[src/rtl/tx_nco_tune_ctrl_if.sv]
// rtl/tx_nco_tune_ctrl_if.sv - tuning-word update handshake between control and tx_nco_tune_ctrl
//
// Signals:
//   upd_valid    new target tuning word offered (control -> block)
//   upd_ready    block can accept a target     (block -> control)
//   upd_phi_inc  target tuning word, APR bits
//   glide_step   per-enabled-cycle glide step, STEP_W bits, sampled at accept
// Modports: master = control side, slave = tx_nco_tune_ctrl.
interface tx_nco_tune_ctrl_if #(
    parameter int APR    = 32,
    parameter int STEP_W = 16
);
    logic              upd_valid;
    logic              upd_ready;
    logic [APR-1:0]    upd_phi_inc;
    logic [STEP_W-1:0] glide_step;

    modport master (
        output upd_valid,
        output upd_phi_inc,
        output glide_step,
        input  upd_ready
    );

    modport slave (
        input  upd_valid,
        input  upd_phi_inc,
        input  glide_step,
        output upd_ready
    );
endinterface

[src/rtl/tx_nco_tune_ctrl.sv]
// rtl/tx_nco_tune_ctrl.sv - TX NCO tuning-word sequencer with linear glide and lock tracking
//
// Accepts phase-increment targets, glides nco_phi_inc toward each target in
// steps of glide_step (shortest path modulo 2^APR), gates the NCO with
// nco_clken, waits SETTLE_CYC enabled cycles for the NCO pipeline to flush
// and then raises freq_locked.
//
// Optional feature macro: TX_NCO_TUNE_CTRL_GLIDE_EN
//   defined   - RAMP state built, glide_step controls the glide.
//   undefined - no RAMP; every differing target is applied on the accept edge.
//
// Ports:
//   clk, reset_n        clock, synchronous active-low reset
//   run                 NCO run request (registered into nco_clken)
//   upd                 slave modport: upd_valid/upd_ready/upd_phi_inc/glide_step
//   nco_out_valid       NCO out_valid
//   nco_clken           NCO clock enable
//   nco_phi_inc         tuning word to the NCO
//   busy                RAMP or SETTLE in progress
//   freq_locked         NCO output reflects current target
//   tx_sample_valid     nco_out_valid && freq_locked && nco_clken
module tx_nco_tune_ctrl #(
    parameter int APR        = 32,
    parameter int STEP_W     = 16,
    parameter int SETTLE_CYC = 12,
    parameter int CW         = 4
) (
    input  logic                  clk,
    input  logic                  reset_n,
    input  logic                  run,
    tx_nco_tune_ctrl_if.slave     upd,
    input  logic                  nco_out_valid,
    output logic                  nco_clken,
    output logic [APR-1:0]        nco_phi_inc,
    output logic                  busy,
    output logic                  freq_locked,
    output logic                  tx_sample_valid
);
    typedef enum logic [1:0] {
        IDLE   = 2'd0,
        RAMP   = 2'd1,
        SETTLE = 2'd2
    } state_t;

    localparam logic [CW-1:0] CNT_LAST = CW'(SETTLE_CYC - 1);

    state_t            state, state_nxt;
    logic [APR-1:0]    target, target_nxt;
    logic [APR-1:0]    phi_nxt;
    logic [STEP_W-1:0] step, step_nxt;
    logic [CW-1:0]     cnt, cnt_nxt;
    logic              locked_nxt;
    logic              accept;

    assign upd.upd_ready   = (state != RAMP);
    assign accept          = upd.upd_valid && upd.upd_ready;
    assign busy            = (state != IDLE);
    assign tx_sample_valid = nco_out_valid && freq_locked && nco_clken;

`ifdef TX_NCO_TUNE_CTRL_GLIDE_EN
    // Signed distance to the target modulo 2^APR. The most negative value is
    // treated as positive so the half-circle tie always glides upward; its
    // magnitude is then the unsigned value itself.
    logic [APR-1:0] diff, diff_mag, step_ext;
    logic           diff_min, diff_down;

    assign diff      = target - nco_phi_inc;
    assign diff_min  = (diff == {1'b1, {(APR-1){1'b0}}});
    assign diff_down = diff[APR-1] && !diff_min;
    assign diff_mag  = diff_down ? ('0 - diff) : diff;
    assign step_ext  = APR'(step);
`else
    logic unused_step;
    assign unused_step = ^step;
`endif

    always_comb begin
        state_nxt  = state;
        phi_nxt    = nco_phi_inc;
        target_nxt = target;
        step_nxt   = step;
        cnt_nxt    = cnt;
        locked_nxt = freq_locked;

        case (state)
`ifdef TX_NCO_TUNE_CTRL_GLIDE_EN
            RAMP: begin
                if (nco_clken) begin
                    if (diff_mag <= step_ext) begin
                        phi_nxt   = target;
                        cnt_nxt   = '0;
                        state_nxt = SETTLE;
                    end else if (diff_down) begin
                        phi_nxt = nco_phi_inc - step_ext;
                    end else begin
                        phi_nxt = nco_phi_inc + step_ext;
                    end
                end
            end
`endif
            SETTLE: begin
                if (nco_clken) begin
                    if (cnt == CNT_LAST) begin
                        // Terminal count holds until the NCO reports valid output.
                        if (nco_out_valid) begin
                            locked_nxt = 1'b1;
                            state_nxt  = IDLE;
                        end
                    end else begin
                        cnt_nxt = cnt + 1'b1;
                    end
                end
            end
            default: ;
        endcase

        // An accept (IDLE or SETTLE only) takes priority over settle progress:
        // a retarget always restarts the settle window.
        if (accept) begin
            target_nxt = upd.upd_phi_inc;
            step_nxt   = upd.glide_step;
            cnt_nxt    = '0;
            state_nxt  = state;
            locked_nxt = freq_locked;
            if (upd.upd_phi_inc != nco_phi_inc) begin
                locked_nxt = 1'b0;
`ifdef TX_NCO_TUNE_CTRL_GLIDE_EN
                if (upd.glide_step == '0) begin
                    phi_nxt   = upd.upd_phi_inc;
                    state_nxt = SETTLE;
                end else begin
                    state_nxt = RAMP;
                end
`else
                phi_nxt   = upd.upd_phi_inc;
                state_nxt = SETTLE;
`endif
            end
        end
    end

    always_ff @(posedge clk) begin
        if (!reset_n) begin
            state       <= IDLE;
            nco_phi_inc <= '0;
            nco_clken   <= 1'b0;
            target      <= '0;
            step        <= '0;
            cnt         <= '0;
            freq_locked <= 1'b0;
        end else begin
            state       <= state_nxt;
            nco_phi_inc <= phi_nxt;
            nco_clken   <= run;
            target      <= target_nxt;
            step        <= step_nxt;
            cnt         <= cnt_nxt;
            freq_locked <= locked_nxt;
        end
    end
endmodule

[src/flat_wrapper.sv]
// flat-port wrapper written by rule: the top's interface ports become plain ports
module tx_nco_tune_ctrl_flat 
#(
    parameter int APR        = 32,
    parameter int STEP_W     = 16,
    parameter int SETTLE_CYC = 12,
    parameter int CW         = 4
)
  (clk, reset_n, run, nco_out_valid, nco_clken, nco_phi_inc, busy, freq_locked, tx_sample_valid, upd_upd_valid, upd_upd_phi_inc, upd_glide_step, upd_upd_ready);
  tx_nco_tune_ctrl_if #(.APR(APR), .STEP_W(STEP_W)) upd_i ();
  input  logic clk;
  input  logic reset_n;
  input  logic run;
  input  logic nco_out_valid;
  output logic nco_clken;
  output logic [APR-1:0] nco_phi_inc;
  output logic busy;
  output logic freq_locked;
  output logic tx_sample_valid;
  input wire logic [$bits(upd_i.upd_valid)-1:0] upd_upd_valid;
  input wire logic [$bits(upd_i.upd_phi_inc)-1:0] upd_upd_phi_inc;
  input wire logic [$bits(upd_i.glide_step)-1:0] upd_glide_step;
  output wire logic [$bits(upd_i.upd_ready)-1:0] upd_upd_ready;
  assign upd_i.upd_valid = upd_upd_valid;
  assign upd_i.upd_phi_inc = upd_upd_phi_inc;
  assign upd_i.glide_step = upd_glide_step;
  assign upd_upd_ready = upd_i.upd_ready;
  tx_nco_tune_ctrl #(.APR(APR), .STEP_W(STEP_W), .SETTLE_CYC(SETTLE_CYC), .CW(CW)) u_core (.clk(clk), .reset_n(reset_n), .run(run), .upd(upd_i), .nco_out_valid(nco_out_valid), .nco_clken(nco_clken), .nco_phi_inc(nco_phi_inc), .busy(busy), .freq_locked(freq_locked), .tx_sample_valid(tx_sample_valid));
endmodule
[config.mk]
export PLATFORM = sky130hd
export DESIGN_NAME = tx_nco_tune_ctrl_flat
export DESIGN_NICKNAME = d
export VERILOG_FILES = /design/src/rtl/tx_nco_tune_ctrl_if.sv /design/src/rtl/tx_nco_tune_ctrl.sv /design/src/flat_wrapper.sv
export SDC_FILE = /design/constraint.sdc
export NUM_CORES = 1
export LEC_CHECK = 0
export BUFFER_PORTS_ARGS = -buffer_cell sky130_fd_sc_hd__buf_2
export CORE_ASPECT_RATIO = 0.75
export CORE_MARGIN = 2
export CORE_UTILIZATION = 46
export DETAILED_ROUTE_END_ITERATION = 10
export HOLD_SLACK_MARGIN = 0.03
export PLACE_DENSITY = 0.83
export SYNTH_ARGS = -nofsm -noshare
export SYNTH_HDL_FRONTEND = slang
export SYNTH_SLANG_ARGS = --single-unit
export TNS_END_PERCENT = 10
[constraint.sdc]
create_clock -name clk -period 1.9 [get_ports clk]
set_input_delay 0.095 -clock clk [delete_from_list [all_inputs] [get_ports clk]]
set_output_delay 0.095 -clock clk [all_outputs]
set_load 0.1 [all_outputs]
## After elaboration in Yosys (flattened, before gate mapping)

Index checks and enable logic that the tools add are counted.

- Flip-flop bits (word level): 40
- Input port bits: 53
- Output and inout bits: 37
- Logic and storage cells: 37

- Add/subtract/negate cells: 1
- Equality and inequality tests: 5
- Multiplexer cells: 12
- Bitwise gates (word level): 2
- Reductions and logical operators: 12

Operators with widths:

| kind | count |
|---|---|
| $ne A32 B32 Y1 | 1 |
| $mux W2 | 6 |
| $reduce_bool A2 Y1 | 5 |
| $mux W1 | 6 |
| $reduce_and A5 Y1 | 1 |
| $add A4 B1 Y4 const B | 1 |
| $eq A4 B4 Y1 const B | 1 |
| $logic_and A1 B1 Y1 | 3 |
| $reduce_and A3 Y1 | 1 |
| $eq A2 B2 Y1 const B | 1 |
| $ne A2 B1 Y1 const B | 1 |
| $ne A2 B2 Y1 const B | 1 |
| $not A1 Y1 | 2 |
| $reduce_and A2 Y1 | 1 |
| $reduce_or A2 Y1 | 1 |

## Longest topological paths before layout

- Depth in word-level cells: 5
- Gate-level depth with buffers: 7
- Depth with buffers taken out: 6

## Worst setup path after synthesis

No wires, ideal clock.

- Path kind: reg2reg
- From: reg u_core.nco_phi_inc[11]
- To: reg u_core.state[1]
- Library setup time: 0.115 ns
- Arrival: 2.081 ns
- Data required time: 1.785 ns
- Slack: -0.295 ns
- Stages on the path, launching flop included: 8
- Path buffers: 2
- Period minus slack after synthesis: 2.195 ns
- Cell sequence: dfxtp_1 -> xnor2_1 -> nand4_1 -> nor4_1 -> a21boi_1 -> buf_6 -> buf_8 -> o21a_1

- Longest elaborated chain between the ends: 3

RTL lines:

| item | RTL line | text |
|---|---|---|
| start: declaration | tx_nco_tune_ctrl.sv:34 | `output logic [APR-1:0] nco_phi_inc,` |
| start signal: assignment | tx_nco_tune_ctrl.sv:153 | `nco_phi_inc <= phi_nxt;` |
| $ne A32 B32 Y1 | tx_nco_tune_ctrl.sv:125 | `if (upd.upd_phi_inc != nco_phi_inc) begin` |
| $ne A2 B2 Y1 (no line) | n/a |  |
| $reduce_and A5 Y1 (no line) | n/a |  |
| end signal: assignment | tx_nco_tune_ctrl.sv:152 | `state <= state_nxt;` |
| end: declaration | tx_nco_tune_ctrl.sv:47 | `state_t state, state_nxt;` |

No other way between the ends.
A chain may end at the register's enable or synchronous reset.

## Worst setup path after layout

- From: reg u_core.nco_phi_inc[29]
- To: reg u_core.state[1]

The elaborated chain is that of the path after synthesis.

==> impl_metrics.toml <==
[pwr]
power_leakage_nw = 1.16
power.internal_w = 0.00132
power_switching_w = 0.000790
clockPowerShare_pct = 27.0
pwr-share-seq_pct = 43.2
ir_worst_vdd_mv = 0.518
p_total_w = 0.00211
swShare_pct = 37.4
power.density_nw_per_um2 = 848
comb_power_share_pct = 29.8

[drt]
drc = 0
first_iter_violations = 57
viasPerCell = 4.85
routed_wl_um = 4000
ant_nets = 0
vias = 1653
firstDrtPassIters = 4
routedWlPerCell_um = 11.7

[min_path]
min_path_type = "in2reg"

[yosys]
syn_nets = 268
ys_warn_count = 0
seq_area_frac_synth_pct = 40.2
syn_area_um2 = 1940
postSynthAreaPerCell_um2 = 9.07
ys_ff_latch = 39
synthCells = 214
synth_cell_types = 24

[global_route]
grt_usage_pct = 18.1
grt_start_max_net_pins = 38
grt_pass1_wl_um = 6570
first_global_vias = 1600
overflow = 0
antenna_found_initial = 0

[cts]
cts_tree = "yes"
cts_buffers = 5
htree_levels = 2
clk_path_buf_depth = 2
cts_resized = 0
clk_latency_ns = 0.29
cts_root_buffer = "clkbuf_8"
clk_pin_slew_ns = 0.08
clock-sinks = 39

[setup_path]
crit_chain = "xnor2_1 > nand4_1 > nor4_1 > buf_4 > a21boi_4 > buf_12 > o21a_1"
slowest_delay_ns = 0.34
reg2regPathDepth = 7
path_class = "reg2reg"
timing.rr.start = "u_core.nco_phi_inc[29]"
cp_slowest_cell = "dfxtp_2"
startpoint_type = "flop"
worst_setup_path_end_kind = "flop"
required_ns = 2.09
crit_end = "u_core.state[1]"
reg2reg_slack_ns = 0.24
worstPathArrival_ns = 1.85
r2r_end = "u_core.state[1]"
crit_start = "u_core.nco_phi_inc[29]"
crit_fanout = 18

[final_layout]
multi_input_area_um2 = 1070
antennaDiodeCount = 0
nets = 340
fill_cells = 358
drive_gt1_share_pct = 40.9
syn_to_final_growth_pct = 28.3
seqCellArea_um2 = 821

[floorplan]
pin_count = 90
row_count = 20
die_w_um = 79
dieArea_um2 = 4760
initial_core_util_pct = 47.9
fp.dieH_um = 60.3
core_um2 = 4050

[sta]
fin_skew_ns = 0.00696
worst_pin_slew_ns = 0.562
finalMaxSlewViolations = 0
fin_crit_ns = 1.66
setup_viol = 0
worst_hold_slack_ns = 0.0486
rsz0062_at_grt = "no"
fin_crit_sh_pct = 87.2
max_slew_margin_pct = 62.6
max_freq_ghz = 0.603
hold_viol_final = 0

[placed_design]
place.gp.congestion = 0.720
io_buffers = 72
dpl.hpwl_um = 3000

[outcome]
run_status = "finished, final reports clean"

[flow_run]
maxCapViolCount = 0
-- cells in the final DEF, fill, tap and decap left out, drive strengths merged, types with 2 or more instances in the layout --
cell | synthesis | routed
dfxtp | 39 | 39
and3 | 2 | 2
xor2 | 2 | 2
xnor2 | 33 | 33
nand2 | 65 | 65
mux2i | 33 | 33
nor4 | 2 | 2
nand4 | 9 | 9
buf | 5 | 77
clkbuf | 8 | 6
nor2 | 6 | 6
-- critical path, delay by kind of cell, from the launching register on --
kind / cells / cell delay (ns)
buffers and inverters: 2 / 0.33
AOI/OAI and AO/OA: 2 / 0.25
and+or+nand+nor: 2 / 0.44
DFF: 1 / 0.34
xor gates and xnor gates: 1 / 0.20
-- timing repair --
action | CTS | global route
buffers inserted | 0 | 0
hold buffers | 1 | 0
endpoints found under the setup margin | 0 | 0
endpoints found under the hold margin | 1 | 0
-- how the worst min path moves through the flow --
stage	start	end	slack [ns]	cells after the start
6_report	upd_upd_phi_inc[5]	u_core.nco_phi_inc[5]	0.05	3
5_1_grt	upd_upd_phi_inc[2]	u_core.nco_phi_inc[2]	0.05	3
4_1_cts	upd_upd_phi_inc[21]	u_core.nco_phi_inc[21]	0.04	3
3_5_place_dp	run	u_core.nco_clken	0.30	2
3_3_place_gp	run	u_core.nco_clken	0.30	2
2_1_floorplan	run	u_core.nco_clken	0.22	1
-- cells by family after synthesis --
kind of cell    synth area share, %
simple gates                   19.7
flops                          40.2
xor+xnor                       15.8
mux                            17.0
buf+inv                        5.35
compound gates                 1.03
fa+ha+maj                     0.645
other cells                   0.193
-- cell usage after synthesis (all sizes together) --
| library cell | n | area share, % |
|---|---|---|
| nand2 | 65 | 13 |
| dfxtp | 39 | 40 |
| mux2i | 33 | 17 |
| xnor2 | 33 | 15 |
| nand4 | 9 | 2.9 |
| clkbuf | 8 | 1.5 |
| nor2 | 6 | 1.2 |
| buf | 5 | 3.8 |
| and3 | 2 | 0.64 |
| nor4 | 2 | 0.64 |
| xor2 | 2 | 0.90 |
| a21boi | 1 | 0.39 |
| and2 | 1 | 0.32 |
| conb | 1 | 0.19 |
| ha | 1 | 0.64 |
| nand2b | 1 | 0.32 |
| nand3b | 1 | 0.39 |
| nand4b | 1 | 0.45 |
| nor2b | 1 | 0.32 |
| o21a | 1 | 0.39 |
| o21ai | 1 | 0.26 |
-- routing by layer --
layer	up-vias	GRT usage [%]	part of all wire (%)
li1	837	-	-
met1	750	20.9	45
met2	58	31.8	46
met3	8	5.44	7.6
met4	0	7.64	1.5
met5	-	0	0
-- metrics by stage --
stage / setup TNS, ns / util (%) / cells / worst slack [ns] / area, µm²
floorplan: -0.0702 / - / 214 / -0.0702 / 1980
CTS: 0 / 61.4 / 341 / 0.216 / 2490
finish: 0 / 61.4 / 341 / 0.242 / 2490
global placement: 0 / 59.0 / 333 / 0.309 / 2390
global route: 0 / 61.4 / 341 / 0.137 / 2490
detailed placement: 0 / 59.0 / 333 / 0.250 / 2390
-- sequential cells by signal, summed over array words and instances (netlist names) --
| register | count |
|---|---|
| u_core.freq_locked | 1 |
| u_core.nco_clken | 1 |
| u_core.cnt | 4 |
| u_core.nco_phi_inc | 32 |
| u_core.state | 1 |
-- final cells by class --
| class | instances | area share, % |
|---|---|---|
| well taps | 55 | 2.76 |
| repair buffers | 78 | 17.9 |
| flip-flops and latches | 39 | 33.0 |
| clock buffers | 6 | 3.32 |
| clock inverters | 1 | 0.201 |
| multi-input cells | 162 | 42.9 |
-- power groups by stage --
| stage | registers [W] | logic, W | clock network (W) |
|---|---|---|---|
| 2_1_floorplan | 0.00125 | 0.000188 | 0 |
| 3_3_place_gp | 0.000928 | 0.000623 | 0 |
| 5_1_grt | 0.000919 | 0.000662 | 0.000611 |
| 6_report | 0.000912 | 0.000629 | 0.000570 |
| 4_1_cts | 0.000912 | 0.000633 | 0.000585 |
| 3_5_place_dp | 0.000930 | 0.000630 | 0 |
No activity file was read; power rests on OpenSTA's default activity.
